[config.mk]
export PLATFORM = sky130hd
export DESIGN_NAME = spi_slave
export DESIGN_NICKNAME = d
export VERILOG_FILES = /design/src/rtl/spi_pkg.sv /design/src/rtl/spi_sync_edge.sv /design/src/rtl/spi_slave.sv
export SDC_FILE = /design/constraint.sdc
export NUM_CORES = 1
export LEC_CHECK = 0
export CORE_ASPECT_RATIO = 1.75
export CORE_MARGIN = 2
export CORE_UTILIZATION = 51
export DETAILED_ROUTE_END_ITERATION = 6
export PLACE_DENSITY = 0.75
export SYNTH_ARGS = -nofsm -noshare
export SYNTH_HDL_FRONTEND = slang
export SYNTH_HIERARCHICAL = 1
export SYNTH_SLANG_ARGS = --single-unit
[constraint.sdc]
create_clock -name clk -period 1.94 [get_ports clk]
set_input_delay 0.582 -clock clk [delete_from_list [all_inputs] [get_ports clk]]
set_output_delay 0.582 -clock clk [all_outputs]
set_load 0.02 [all_outputs]
[src/rtl/spi_pkg.sv]
// Shared types and defaults for the SPI subordinate.
package spi_pkg;

   localparam int unsigned SPI_WIDTH  = 8;
   localparam logic [7:0]  SPI_DEF_TX = 8'h00;

   typedef enum logic [1:0] {
      IDLE   = 2'd0,
      SHIFT  = 2'd1,
      RELOAD = 2'd2
   } spi_slv_state_t;

endpackage

[src/rtl/spi_sync_edge.sv]
// Two-flop synchroniser plus a history flop for single-cycle edge pulses.
module spi_sync_edge #(
   parameter logic RST_VAL = 1'b0
) (
   input  logic clk,
   input  logic reset,
   input  logic din,
   output logic sync,
   output logic rise,
   output logic fall
);

   logic [2:0] sr;

   always_ff @(posedge clk or negedge reset) begin
      if (!reset) sr <= {3{RST_VAL}};
      else        sr <= {sr[1:0], din};
   end

   assign sync = sr[1];
   assign rise = sr[1] & ~sr[2];
   assign fall = ~sr[1] & sr[2];

endmodule

[src/rtl/spi_slave.sv]
// SPI mode-0 subordinate: oversampled SCK/CS_n/MOSI, one-deep tx holding register.
// Optional SPI_SLAVE_MISO_OE_EN adds miso_oe (high while selected) for a shared MISO line.
module spi_slave
   import spi_pkg::*;
#(
   parameter int unsigned      WIDTH  = SPI_WIDTH,
   parameter logic [WIDTH-1:0] DEF_TX = WIDTH'(SPI_DEF_TX)
) (
   input  logic             clk,
   input  logic             reset,
   input  logic             sck,
   input  logic             cs_n,
   input  logic             mosi,
   output logic             miso,
`ifdef SPI_SLAVE_MISO_OE_EN
   output logic             miso_oe,
`endif
   input  logic [WIDTH-1:0] tx_data,
   input  logic             tx_valid,
   output logic             tx_ready,
   output logic [WIDTH-1:0] rx_data,
   output logic             rx_valid,
   output logic             underrun,
   output logic             busy
);

   localparam int unsigned CNT_W = $clog2(WIDTH);
   localparam logic [CNT_W-1:0] LAST_BIT = CNT_W'(WIDTH - 1);

   logic sck_sync_unused, sck_rise, sck_fall;
   logic cs_sync, cs_rise, cs_fall;
   logic [1:0] mosi_ff;
   logic       mosi_sync;

   spi_sync_edge #(.RST_VAL(1'b0)) u_sck_sync (
      .clk(clk), .reset(reset), .din(sck),
      .sync(sck_sync_unused), .rise(sck_rise), .fall(sck_fall)
   );

   spi_sync_edge #(.RST_VAL(1'b1)) u_cs_sync (
      .clk(clk), .reset(reset), .din(cs_n),
      .sync(cs_sync), .rise(cs_rise), .fall(cs_fall)
   );

   always_ff @(posedge clk or negedge reset) begin
      if (!reset) mosi_ff <= '0;
      else        mosi_ff <= {mosi_ff[0], mosi};
   end
   assign mosi_sync = mosi_ff[1];

   spi_slv_state_t   state_q, state_d;
   logic [WIDTH-1:0] tx_sr_q, tx_sr_d;
   logic [WIDTH-1:0] rx_sr_q, rx_sr_d;
   logic [CNT_W-1:0] cnt_q, cnt_d;
   logic [WIDTH-1:0] hold_q, hold_d;
   logic [WIDTH-1:0] rx_data_d;
   logic             rx_valid_d, underrun_d, tx_ready_d;
   logic             load, accept;

   always_ff @(posedge clk or negedge reset) begin
      if (!reset) begin
         state_q  <= IDLE;
         tx_sr_q  <= '0;
         rx_sr_q  <= '0;
         cnt_q    <= '0;
         hold_q   <= '0;
         tx_ready <= 1'b1;
         rx_data  <= '0;
         rx_valid <= 1'b0;
         underrun <= 1'b0;
      end else begin
         state_q  <= state_d;
         tx_sr_q  <= tx_sr_d;
         rx_sr_q  <= rx_sr_d;
         cnt_q    <= cnt_d;
         hold_q   <= hold_d;
         tx_ready <= tx_ready_d;
         rx_data  <= rx_data_d;
         rx_valid <= rx_valid_d;
         underrun <= underrun_d;
      end
   end

   // Next-state and datapath; a load reads the holding register before any same-cycle accept.
   always_comb begin
      state_d    = state_q;
      tx_sr_d    = tx_sr_q;
      rx_sr_d    = rx_sr_q;
      cnt_d      = cnt_q;
      rx_data_d  = rx_data;
      rx_valid_d = 1'b0;
      underrun_d = 1'b0;
      load       = 1'b0;

      if (cs_rise) begin
         state_d = IDLE;
         tx_sr_d = '0;
         rx_sr_d = '0;
         cnt_d   = '0;
      end else begin
         case (state_q)
            IDLE: begin
               if (cs_fall) begin
                  load    = 1'b1;
                  cnt_d   = '0;
                  rx_sr_d = '0;
                  state_d = SHIFT;
               end
            end
            SHIFT: begin
               if (sck_rise) begin
                  rx_sr_d = {rx_sr_q[WIDTH-2:0], mosi_sync};
                  if (cnt_q == LAST_BIT) begin
                     cnt_d      = '0;
                     rx_data_d  = rx_sr_d;
                     rx_valid_d = 1'b1;
                     state_d    = RELOAD;
                  end else begin
                     cnt_d = cnt_q + CNT_W'(1);
                  end
               end else if (sck_fall) begin
                  tx_sr_d = {tx_sr_q[WIDTH-2:0], 1'b0};
               end
            end
            RELOAD: begin
               if (sck_fall) begin
                  load    = 1'b1;
                  state_d = SHIFT;
               end
            end
            default: state_d = IDLE;
         endcase
      end

      if (load) begin
         tx_sr_d    = tx_ready ? DEF_TX : hold_q;
         underrun_d = tx_ready;
      end

      accept     = tx_valid & tx_ready;
      hold_d     = accept ? tx_data : hold_q;
      tx_ready_d = accept ? 1'b0 : (load ? 1'b1 : tx_ready);
   end

   assign miso = tx_sr_q[WIDTH-1];
   assign busy = ~cs_sync;
`ifdef SPI_SLAVE_MISO_OE_EN
   assign miso_oe = busy;
`endif

endmodule

==> results of run 1 <==
==> registers in the layout, summed over array words and instances (netlist names), 2 cells and up <==
signal,count
rx_sr_q,7
u_sck_sync/sr,3
state_q,2
rx_data,8
mosi_ff,2
tx_sr_q,8
hold_q,8
cnt_q,3
u_cs_sync/sr,3
==> synthesized netlist by cell type (3+ instances only) <==
cell type / count
mux2_2: 18
dfstp_2: 4
nor3_1: 5
dfrtp_1: 43
nor3b_1: 3
nand3_1: 8
inv_1: 10
clkbuf_1: 3
a221oi_1: 4
nor2_1: 10
nand2_1: 5
o21ai_0: 9
==> repair_timing <==
item                                   4_1_cts  5_1_grt
setup endpoints to repair                    2        2
endpoints found under the hold margin        0        0
buffers inserted                             0        0
gates resized for setup                      2        3
hold buffers                                 0        0
pin swaps                                    0        1
==> routing by layer <==
layer	up-vias	wire length (um)
li1	606	-
met1	630	1370
met2	28	1890
met3	7	109
met4	0	77
met5	-	0
==> layout make-up <==
cell class	count	area [um2]
fill	285	1240
multi-input combinational	88	697
clock buffer	6	82.6
timing repair buffer	33	318
inverter	11	41.3
sequential	47	1180
clock inverter	1	8.76
tap	46	57.6
==> stage by stage <==
step	area [um2]	power, uW	setup WS (ps)
floorplan	1930	1390	301
global placement	2270	1500	162
detailed placement	2270	1530	140
CTS	2360	2130	49.1
global route	2390	2230	25.2
finish	2390	2110	78.3
==> path summary, 6_finish.rpt <==
kind	slack, ps	to	start	depth (start not counted)
hold reg to reg	350	u_sck_sync/sr[1]	u_sck_sync/sr[0]	0
setup reg to reg	190	tx_sr_q[6]	u_sck_sync/sr[1]	5
setup / recovery	80	rx_data[6]	rx_data[6]	1
min in group clk	350	u_sck_sync/sr[1]	u_sck_sync/sr[0]	0
max in group asynchronous	1260	rx_sr_q[1]	reset	2
hold / removal	190	cnt_q[0]	reset	1
==> cells by family after synthesis <==
kind of cell	after synthesis
flip-flops	47
AND/OR/NAND/NOR	43
AO/OA/AOI/OAI	23
multiplexers	20
buffers and inverters	16
adder cells (fa/ha/maj)	2
==> report_power, final <==
| part | switching (uW) | leakage, uW | total [uW] | internal (uW) |
|---|---|---|---|---|
| logic | 151 | 0.000391 | 318 | 167 |
| registers | 80.6 | 0.000603 | 1190 | 1110 |
| clock network | 315 | 0.0000477 | 601 | 287 |
| total | 547 | 0.00104 | 2110 | 1560 |
==> impl_metrics.tcl, run 1 <==
set metrics [dict create \
    use_met1 0.216 \
    grt_overflow_total 0 \
    synth-compound-area-share 0.0875 \
    crit_type "reg2out" \
    antenna_found_initial 0 \
    cp.required_ps 1360 \
    ant_nets 0 \
    synthTopCellsByArea "dfrtp_1 56%, mux2_2 11%, dfstp_2 5.4%" \
    p_leak_uw 0.00104 \
    hold_viol 0 \
    place.port_buffers 26 \
    synth.top_cell.area_share 0.558 \
    post-dp-hpwl_mm 2.54 \
    grt_max_degree 22 \
    drt_iter0_drc 11 \
    initial_core_util 0.532 \
    synth_enable_flop_cells 0 \
    core_area_um2 3630 \
    ys_ff_latch 47 \
    die-area_um2 4310 \
    fin_skew_ps 3.82 \
    clockBufferDepth 2 \
    fin_util 0.658 \
    path_delay_family "buffers and inverters" \
    max_slew.worst_pin.slew_ps 565 \
    cts_sinks 47 \
    drc 0 \
    cap_violations 0 \
    diodes 0 \
    grt_use_met3 0.0440 \
    fmax_mhz 537 \
    grt_pass1_vias 1317 \
    fin_hold_ws_ps 193 \
    place_congestion 0.787 \
    synth_flop_cell "dfrtp_1" \
    layout_common_cells "43 x dfrtp_1, 23 x clkdlybuf4s50_1, 18 x mux2_2" \
    postSynthCellCount 151 \
    dp.cells 225 \
    via_per_inst 5.48 \
    post-route-period-util 0.960 \
    die_w_um 50.5 \
    layout_commonest_cell "dfrtp_1" \
    slew_headroom 0.621 \
    cp-start-kind "flop" \
    vdd_drop_max_mv 0.672 \
    period_needed_ps 1860 \
    dr.pass1.iters 4 \
    finalSetupTns_ps 0 \
    synth_cell_type_count 34 \
    synth_top_family_by_area "simple AND/OR/NAND/NOR gates" \
    end_kind "primary output" \
    area_growth_syn_to_layout_pct 23.7 \
    grt_use_total 0.193 \
    wl_per_cell_um 14.9 \
    vias 1271 \
    cts_root_buf "clkbuf_8" \
    io_pins 27 \
    synthMuxAreaShare 0.115 \
    ys_seq_area_frac 0.612 \
    critPathMaxFanout 2 \
    critical_path.max_stage_delay_ps 620 \
    synth_warnings 6 \
    cts_tree "yes" \
    grt_first_pass_wirelength_mm 6.15 \
    setup_viol_count_final 0 \
    clk_pin_slew_ps 80 \
    crit_chain "clkdlybuf4s50_1" \
    routed_wl_mm 3.45 \
    synthAdderAreaFrac 0.0130 \
    die_h_um 85.4 \
    nNetsFinal 202 \
    clk_latency_ps 300 \
    rows 29 \
    yosys.area.top_type "dfrtp_1" \
    status "finished clean" \
    synth_xor_area_frac 0 \
    fin_cells 232 \
    synthSimpleGateAreaFrac 0.133 \
    syn_nets 167 \
    critPathBufInv 1 \
    globalRouteMet2Util 0.339 \
    drive_gt1_frac 0.247 \
    slowest_stage "clkdlybuf4s50_1" \
    rsz0062_at_grt "false" \
    cp.arrival_ps 1280 \
    synth_area_per_cell_um2 12.8 \
    hp-class "in2async" \
    async_reset_ff_frac 1.00 \
    htreeDepth 2 \
    power_density_nw_per_um2 884 \
    slew_viol_final 0 \
    cts_buffers 5 \
    grt-busiest-layer "met2" \
    synthesis.area_um2 1930 \
]
(Power assumes the default switching activity.)
==> inputs of run 2 (changes only) <==
SYNTH_HIERARCHICAL = unset   (was 1)
==> impl_metrics.tcl, run 2 <==
set metrics [dict create \
    status "finished, violations left" \
    violations "negative setup slack" \
    crit_path_start "u_cs_sync.sr[1]" \
    vias 1414 \
    place_congestion 0.774 \
    place.port_buffers 26 \
    synthTopCellsByArea "dfrtp_1 52%, mux2_2 9.8%, dfstp_2 5.1%" \
    p_leak_uw 0.00118 \
    reg2reg_slack_ps -4 \
    end_kind "flop" \
    ys_seq_area_frac 0.572 \
    timing.final.ws_setup_ps -4.12 \
    synth_cell_type_count 34 \
    critPathMaxFanout 4 \
    routed_wl_mm 4.25 \
    drc 0 \
    cts_buffers 5 \
    cp-start-kind "flop" \
    reg.largest.list "hold_q x8, rx_data x8, tx_sr_q x8" \
    layout_commonest_cell "dfrtp_1" \
    wl_per_cell_um 16.9 \
    async_reset_ff_frac 1.00 \
    finalSetupTns_ps -4.12 \
    antenna_found_initial 0 \
    synthesis.area_um2 2060 \
    core_area_um2 3870 \
    crit_type "reg2reg" \
    fmax_mhz 514 \
    grt_use_total 0.207 \
    rows 30 \
    rr_endpoint "cnt_q[1]" \
    grt_overflow_total 0 \
    fin_skew_ps 15.1 \
    synth_area_per_cell_um2 12.4 \
    synth_flop_cell "dfrtp_1" \
    slew_headroom 0.688 \
    ys_ff_latch 47 \
    post-dp-hpwl_mm 2.97 \
    initial_core_util 0.534 \
    clockBufferDepth 2 \
    diodes 0 \
    synth_warnings 0 \
    slew_viol_final 0 \
    synth.top_cell.area_share 0.522 \
    ant_nets 0 \
    yosys.area.top_type "dfrtp_1" \
    setup_viol_count_final 1 \
    cap_violations 0 \
    via_per_inst 5.61 \
    post-route-period-util 1.00 \
    clk_latency_ps 310 \
    cts_sinks 47 \
    synth_enable_flop_cells 0 \
    layout_common_cells "43 x dfrtp_1, 23 x clkdlybuf4s50_1, 17 x inv_1" \
    max_slew.worst_pin.slew_ps 465 \
    power_density_nw_per_um2 929 \
    cp.arrival_ps 2130 \
    die_w_um 52.1 \
    hold_viol 0 \
    die-area_um2 4590 \
    ys_top_cells_by_count "43 x dfrtp_1, 18 x mux2_2, 17 x inv_1" \
    cts_hold_buf 0 \
    power_uw 2410 \
    drive_gt1_frac 0.265 \
    reg2reg_depth 6 \
    vdd_drop_max_mv 0.716 \
    htreeDepth 2 \
    cts_tree "yes" \
    cts_root_buf "clkbuf_8" \
    io_pins 27 \
    grt_max_degree 21 \
    syn_nets 185 \
    area_growth_syn_to_layout_pct 25.9 \
    grt_pass1_vias 1490 \
    rr_startpoint "u_cs_sync.sr[1]" \
    postSynthCellCount 167 \
    cp.required_ps 2130 \
    grt_first_pass_wirelength_mm 6.93 \
    dr.pass1.iters 4 \
    drt_iter0_drc 25 \
    nNetsFinal 221 \
    period_needed_ps 1940 \
    hp-class "in2async" \
    clk_pin_slew_ps 100 \
    yosysMostFrequentCell "dfrtp_1" \
    die_h_um 88.1 \
    crit_end "cnt_q[1]" \
]
-- run 2: cell count changes after synthesis, moves of 5 or more --
cell and change:
o21ai_0 -9, nand3_1 -8, nor2_1 -8, inv_1 +7
nand2_1 +7, nor2b_1 +7, a21oi_1 +6, mux2i_1 +6
nand2b_1 +5, nor3_1 -5
-- run 2: area by class of cell --
cell class,instances,area (um2)
timing repair buffer,38,372
inverter,17,63.8
multi-input combinational,94,800
sequential,47,1180
clock inverter,2,38.8
clock buffer,6,82.6
fill,291,1270
tap,48,60.1
-- run 2: metal layers --
layer,vias up,global-route usage,part of all wire
li1,639,-,-
met1,732,0.225,0.38
met2,32,0.372,0.56
met3,11,0.0427,0.029
met4,0,0.100,0.032
met5,-,0,0
-- run 2: logic make-up after synthesis --
logic type               share of synthesized area
AO/OA/AOI/OAI                               0.0843
XOR/XNOR                                   0.00425
adder cells (fa/ha/maj)                     0.0243
buffers and inverters                       0.0588
flip-flops                                   0.572
multiplexers                                 0.137
AND/OR/NAND/NOR                              0.119
-- run 2: where the power goes --
part	internal [uW]	switching [uW]
clock	424	334
combinational	259	188
sequential	1120	90.1
total	1800	612
-- run 2: critical path, stage by stage (launching register included) --
cell and delay [ps]:
dfstp_2 550, inv_1 90, ha_4 230, nor3b_2 160
a311oi_2 290, buf_4 210, mux2_4 310
-- run 2: worst min-delay path by stage --
stage | endpoint | slack [ps] | depth (start not counted)
after global routing | tx_sr_q[5] | 250 | 1
after CTS | tx_sr_q[0] | 230 | 1
after detailed placement | mosi_ff[1] | 340 | 0
after floorplan | cnt_q[0] | 290 | 0
after global placement | mosi_ff[1] | 330 | 0
final | tx_sr_q[5] | 220 | 1
-- run 2: per-stage QoR --
stage	hold WS [ps]	setup slack (ps)	instance area, um2	std cells	utilization
2_1_floorplan	286	3.87	2060	167	-
3_3_place_gp	333	79.3	2420	241	0.626
3_5_place_dp	337	4.48	2420	241	0.626
4_1_cts	231	3.95	2550	250	0.661
5_1_grt	247	-24.9	2600	252	0.672
6_report	216	-4.12	2600	252	0.672
-- run 2: what timing repair did --
item,CTS,global route
buffers inserted,1,2
setup endpoints to repair,8,9
pin swaps,0,3
resized for setup,4,5
